$ cat config.mk
export PLATFORM = sky130hd
export DESIGN_NAME = pc_sequencer
export DESIGN_NICKNAME = d
export VERILOG_FILES = /design/src/rtl/pc_sequencer.sv
export SDC_FILE = /design/constraint.sdc
export NUM_CORES = 1
export LEC_CHECK = 0
export BUFFER_PORTS_ARGS = -buffer_cell sky130_fd_sc_hd__buf_2
export CORE_MARGIN = 2
export CORE_UTILIZATION = 56
export DETAILED_ROUTE_END_ITERATION = 8
export PLACE_DENSITY = 0.89
export SLEW_MARGIN = 15
export SYNTH_ARGS = -nofsm -noshare
export SYNTH_HDL_FRONTEND = slang
export SYNTH_SLANG_ARGS = --single-unit
$ cat constraint.sdc
create_clock -name clk -period 7.15 [get_ports clk]
set_input_delay 1.0725 -clock clk [delete_from_list [all_inputs] [get_ports clk]]
set_output_delay 1.0725 -clock clk [all_outputs]
set_load 0.05 [all_outputs]
$ cat src/rtl/pc_sequencer.sv
// pc_sequencer
// Program-counter and run-control stage sitting in front of the R-format CPU
// datapath. It holds the architectural PC, presents it as the instruction
// address, and commits the CPU's computed next address once per clock while
// in RUN. It detects program end, misaligned targets and stalls, and it
// counts retired instructions.
//
// Optional feature: define PC_SEQUENCER_WATCHDOG_EN to build a RUN-cycle
// watchdog that forces FAULT after WDT_LIMIT RUN cycles. With the macro
// undefined no counter is built and WDT_LIMIT is unused.
//
// Ports
//   clk        in   system clock, rising edge
//   rst        in   asynchronous active-high reset
//   start      in   one-cycle pulse, begins a run from RESET_PC
//   stall      in   holds pc and retired while in RUN
//   next_addr  in   [31:0] next PC computed by the CPU datapath
//   pc         out  [31:0] current PC / CPU instruction address
//   running    out  high in RUN
//   halted     out  high in DONE
//   error      out  high in FAULT
//   retired    out  [31:0] instructions committed this run (wraps)
//   fault_pc   out  [31:0] PC at which the last fault occurred
module pc_sequencer #(
    parameter logic [31:0] RESET_PC  = 32'h0000_0000,
    parameter logic [31:0] END_ADDR  = 32'h0000_0100,
    parameter int unsigned WDT_LIMIT = 1024
) (
    input  logic        clk,
    input  logic        rst,
    input  logic        start,
    input  logic        stall,
    input  logic [31:0] next_addr,
    output logic [31:0] pc,
    output logic        running,
    output logic        halted,
    output logic        error,
    output logic [31:0] retired,
    output logic [31:0] fault_pc
);

    typedef enum logic [1:0] {
        IDLE  = 2'd0,
        RUN   = 2'd1,
        DONE  = 2'd2,
        FAULT = 2'd3
    } state_t;

    state_t      state_q, state_d;
    logic [31:0] pc_q, pc_d;
    logic [31:0] retired_q, retired_d;
    logic [31:0] fault_pc_q, fault_pc_d;
    logic        wdt_fire;

`ifdef PC_SEQUENCER_WATCHDOG_EN
    // Counts RUN edges already taken; the edge that would make the count
    // reach WDT_LIMIT is the one that faults.
    logic [31:0] wdt_q, wdt_d;
    assign wdt_fire = (wdt_q == 32'(WDT_LIMIT - 1));
`else
    assign wdt_fire = 1'b0;
`endif

    always_ff @(posedge clk or posedge rst) begin
        if (rst) begin
            state_q    <= IDLE;
            pc_q       <= RESET_PC;
            retired_q  <= '0;
            fault_pc_q <= '0;
`ifdef PC_SEQUENCER_WATCHDOG_EN
            wdt_q      <= '0;
`endif
        end else begin
            state_q    <= state_d;
            pc_q       <= pc_d;
            retired_q  <= retired_d;
            fault_pc_q <= fault_pc_d;
`ifdef PC_SEQUENCER_WATCHDOG_EN
            wdt_q      <= wdt_d;
`endif
        end
    end

    always_comb begin
        state_d    = state_q;
        pc_d       = pc_q;
        retired_d  = retired_q;
        fault_pc_d = fault_pc_q;
`ifdef PC_SEQUENCER_WATCHDOG_EN
        wdt_d      = wdt_q;
`endif
        case (state_q)
            RUN: begin
`ifdef PC_SEQUENCER_WATCHDOG_EN
                wdt_d = wdt_q + 32'd1;
`endif
                if (wdt_fire) begin
                    state_d    = FAULT;
                    fault_pc_d = pc_q;
                end else if (stall) begin
                    // hold everything
                end else if (next_addr[1:0] != 2'b00) begin
                    state_d    = FAULT;
                    fault_pc_d = pc_q;
                end else if (next_addr == pc_q) begin
                    // jump-to-self: the self-jump retires once, pc stays
                    state_d   = DONE;
                    retired_d = retired_q + 32'd1;
                end else if (next_addr >= END_ADDR) begin
                    state_d   = DONE;
                    retired_d = retired_q + 32'd1;
                    pc_d      = next_addr;
                end else begin
                    retired_d = retired_q + 32'd1;
                    pc_d      = next_addr;
                end
            end
            default: begin
                // IDLE, DONE and FAULT all restart the same way; fault_pc
                // survives a restart and is only cleared by reset.
                if (start) begin
                    state_d   = RUN;
                    pc_d      = RESET_PC;
                    retired_d = '0;
`ifdef PC_SEQUENCER_WATCHDOG_EN
                    wdt_d     = '0;
`endif
                end
            end
        endcase
    end

    assign pc       = pc_q;
    assign retired  = retired_q;
    assign fault_pc = fault_pc_q;
    assign running  = (state_q == RUN);
    assign halted   = (state_q == DONE);
    assign error    = (state_q == FAULT);

endmodule

Yosys cells after proc, flatten, opt, wreduce, memory -nomap -nowiden
Index checks and enable logic that the tools add are counted.
Word-level totals
  flip-flop bits (word level): 98
  logic and storage cells: 35
  output and inout bits: 99
  input port bits: 36
Cells by class
  multiplexer cells: 14
  add/subtract/negate cells: 1
  $lt $le $gt $ge: 1
  reductions and logical operators: 6
  bitwise logic cells: 1
  equal/unequal tests: 8
Operators with widths (number)
  $mux W32: 8
  $add A32 B1 Y32 const B: 1
  $eq A32 B32 Y1: 1
  $ge A32 B9 Y1 const B: 1
  $mux W2: 6
  $reduce_and A3 Y1: 3
  $ne A2 B2 Y1 const B: 3
  $eq A2 B2 Y1 const B: 2
  $ne A4 B1 Y1 const B: 1
  $reduce_and A4 Y1: 1
  $reduce_bool A2 Y1: 2
  $eq A2 B1 Y1 const B: 1
  $not A1 Y1: 1

Longest topological paths before layout
  depth in word-level cells: 6
  depth in mapped cells: 7
  gate-level depth less buffers: 6

Worst setup path before layout
Ideal clock, no wire load.
  path type: input -> register
  start point: input stall
  end point: register retired_q[31], in the netlist retired[31]
  setup time: 0.078 ns
  stages: 5
  setup slack: 4.557 ns
  path buffers: 0
  arrival: 2.515 ns
  data required time: 7.072 ns
  cells stage by stage: or3b_4 -> o22ai_4 -> nand4_4 -> or4_1 -> a21oi_1
On the way
  cells in the longest elaborated chain, start to end: 2
RTL lines
  start: declaration: line 32  | input logic stall,
  $ne A2 B2 Y1 (no line)
  $reduce_and A3 Y1 (no line)
  end signal: assignment: line 76  | retired_q <= retired_d;
  end: declaration: line 51  | logic [31:0] retired_q, retired_d;
No other way between the ends.
A chain may end at the register's enable or synchronous reset.

Worst setup path after layout
  start point: input next_addr[12]
  end point: register pc_q[29], in the netlist pc[29]
On the way
  cells in the longest elaborated chain, start to end: 3
RTL lines
  start: declaration: line 33  | input logic [31:0] next_addr,
  $eq A32 B32 Y1: line 105  | end else if (next_addr == pc_q) begin
  $ne A2 B2 Y1 (no line)
  $reduce_and A4 Y1 (no line)
  end signal: assignment: line 75  | pc_q <= pc_d;
  end: declaration: line 50  | logic [31:0] pc_q, pc_d;
No other way between the ends.

==> metrics.txt <==
CTS tree=yes; crit path kind=input pin to flop; # H-tree levels=3; skew final=7.42 ps; global-route wire length before repair=17.9 mm; Worst Slack Setup Final=4400 ps; Starting Density=0.579; clk buf depth=2; hold-fix buffer count after cts=0; Die Height=96.4 um; initial antenna violation count=0; R2R Path End=pc[29]; Final Setup Violations=0; Ports=135; CP cell instances=buf_2 > xnor2_1 > nand4_1 > nor4_1 > a21oi_4 > buf_4 > mux2i_1; CTS sink cnt=98; maxcap violations=0; HPWL Detailed=8.29 mm; Final Max Slew Viols=0; Worst VDD drop=211 uV; post-synth cell types=38; Min-Delay Startpoint=fault_pc[11]; routability cong.=0.818; hold path cells=1; GRT Util Overall=0.250; clk root buf=clkbuf_8; via count of the first global-routing pass=3793; Die ar.=9290 sq um; P_leak=2.87 nW; Clock Pin Slew Worst Setup and Hold Paths=90 ps; Vias=3896; fmax=364 MHz; Hold Path Class=flop to flop; Setup Fix Bufs, Post-CTS=0; total congestion overflow=0; end of the worst hold path=fault_pc[11]; antenna cells=0; CP peak stage delay=560 ps; Least-Margin Pin Slew=1020 ps; Syn Area/Cell=10.7 sq um; 1st-pass router iterations=4; R2R depth=6; CP startpoint=next_addr[12]; FF-to-FF setup slack=4770 ps; worst rel slew slack=0.316; Final Hold Vio Count=0; Fill cells=635; Placeable Area=8260 sq um; Syn Nets=484; PortBufs=134; fin nets=616; sequential area share after synthesis=0.513; drc violations=0; CTS resizes=0; share of layout cells above drive strength 1=0.328; startpoint types=input pin; Critical Path Sink Type=flop; commonest non-fill, non-tap cells in the layout=buf_2, dfrtp_1, nand2_1; mean routed wirelength per cell=16.5 um; #FFs+latches synth=98; Synth Instances=447; ANT nets after route=0; TritonCTS Buffers=9; setup TNS=0 ps; DR vias/cell=5.66; Place WS=4010 ps; Die Wd=96.4 um; P&R area growth vs syn=20.2%; # rows=33; most common library cell in the layout ignoring fill and taps=buf_2; unrepaired setup endpoints after global routing=no; worst endpoint data arrival time=2970 ps; pin count of the biggest net entering global routing=67; routed wire length=11.4 mm; slowest cell on the critical path=nor4_1; outcome=complete, no violations; maximum fanout along the worst path=20; post-route minimum period=2750 ps; clock latency on the worst-skew pair=360 ps; fin crit share=0.384; Synth Warn #=0; worst reg2reg path startpoint=pc[12]; synthesized area=4780 sq um; Pwr per Cell Area=271 nW/um^2; initial drt markers=176; Req. time, crit path=7380 ps
[layout make-up]
| cell class | count | area (sq um) | share of cell area |
|---|---|---|---|
| clock inverters | 2 | 37.5 | 0.00653 |
| well taps | 105 | 131 | 0.0229 |
| flip-flops and latches | 98 | 2450 | 0.427 |
| inverters | 38 | 145 | 0.0253 |
| clock buffers | 13 | 149 | 0.0259 |
| repair buffers | 136 | 686 | 0.119 |
| multi-input cells | 296 | 2150 | 0.373 |
[how the worst max path moves through the flow]
stage               cells after the start     endpoint
floorplan                               1  fault_pc[0]
global placement                        7       pc[20]
detailed placement                      7       pc[29]
CTS                                     7       pc[29]
global route                            7       pc[29]
finish                                  7       pc[29]
[cells in the mapped netlist, drive strengths merged]
cell / count / share of area
a211oi: 1 / 0.0016
a21oi: 20 / 0.021
a22oi: 1 / 0.0016
a32o: 1 / 0.0021
and2: 4 / 0.0052
and2b: 1 / 0.0016
and3: 3 / 0.0039
and4: 1 / 0.0018
buf: 6 / 0.0063
clkbuf: 9 / 0.0073
dfrtp: 98 / 0.51
ha: 1 / 0.0026
inv: 38 / 0.030
mux2: 32 / 0.075
mux2i: 30 / 0.063
nand2: 45 / 0.035
nand3: 6 / 0.0063
nand4: 26 / 0.040
nor2: 19 / 0.015
nor3: 1 / 0.0010
nor3b: 3 / 0.0047
nor4: 10 / 0.016
nor4b: 2 / 0.0037
o21ai: 17 / 0.018
o22a: 1 / 0.0018
o22ai: 1 / 0.0042
o2bb2ai: 1 / 0.0018
o31ai: 3 / 0.0047
or2: 2 / 0.0026
or2b: 1 / 0.0016
or3: 16 / 0.021
or3b: 1 / 0.0024
or4: 3 / 0.0047
xnor2: 36 / 0.066
xor2: 7 / 0.013
[kinds of logic after synthesis]
| group | count (synthesis) | synth area share |
|---|---|---|
| mux | 62 | 0.138 |
| buf+inv | 53 | 0.0435 |
| flops | 98 | 0.513 |
| xor+xnor | 43 | 0.0788 |
| simple gates | 144 | 0.167 |
| compound gates | 46 | 0.0565 |
| fa+ha+maj | 1 | 0.00262 |
[per-layer routing]
layer	routed length, um	up-vias	share of wire	GRT usage
met5	0	-	0	0
li1	-	1807	-	-
met1	4750	1907	0.42	0.320
met4	222	0	0.020	0.112
met3	676	25	0.059	0.0458
met2	5730	157	0.50	0.415
[report_power, final]
group | internal (mW) | total (mW) | switching [mW]
Sequential | 0.623 | 0.681 | 0.0580
Clock | 0.170 | 0.353 | 0.182
Combinational | 0.139 | 0.525 | 0.385
Total | 0.932 | 1.56 | 0.625
[state kept, by name, summed over array words and instances (netlist names)]
signal    flops
pc           32
fault_pc     32
state_q       2
retired      32
[metrics by stage]
stage	cell area [sq um]	hold slack (ps)	total power, mW	cells	utilization
2_1_floorplan	4780	523	1.08	447	-
3_3_place_gp	5560	485	1.20	673	0.673
3_5_place_dp	5560	491	1.22	673	0.673
4_1_cts	5740	512	1.57	688	0.695
5_1_grt	5750	524	1.62	688	0.696
6_report	5750	509	1.56	688	0.696
[critical path, delay by kind of cell]
kind	cells	cell delay [ps]
XOR/XNOR	1	250
multiplexers	1	160
AO/OA/AOI/OAI	1	280
AND/OR/NAND/NOR	2	750
buffers and inverters	2	450
Power figures use the tool's default switching activity.
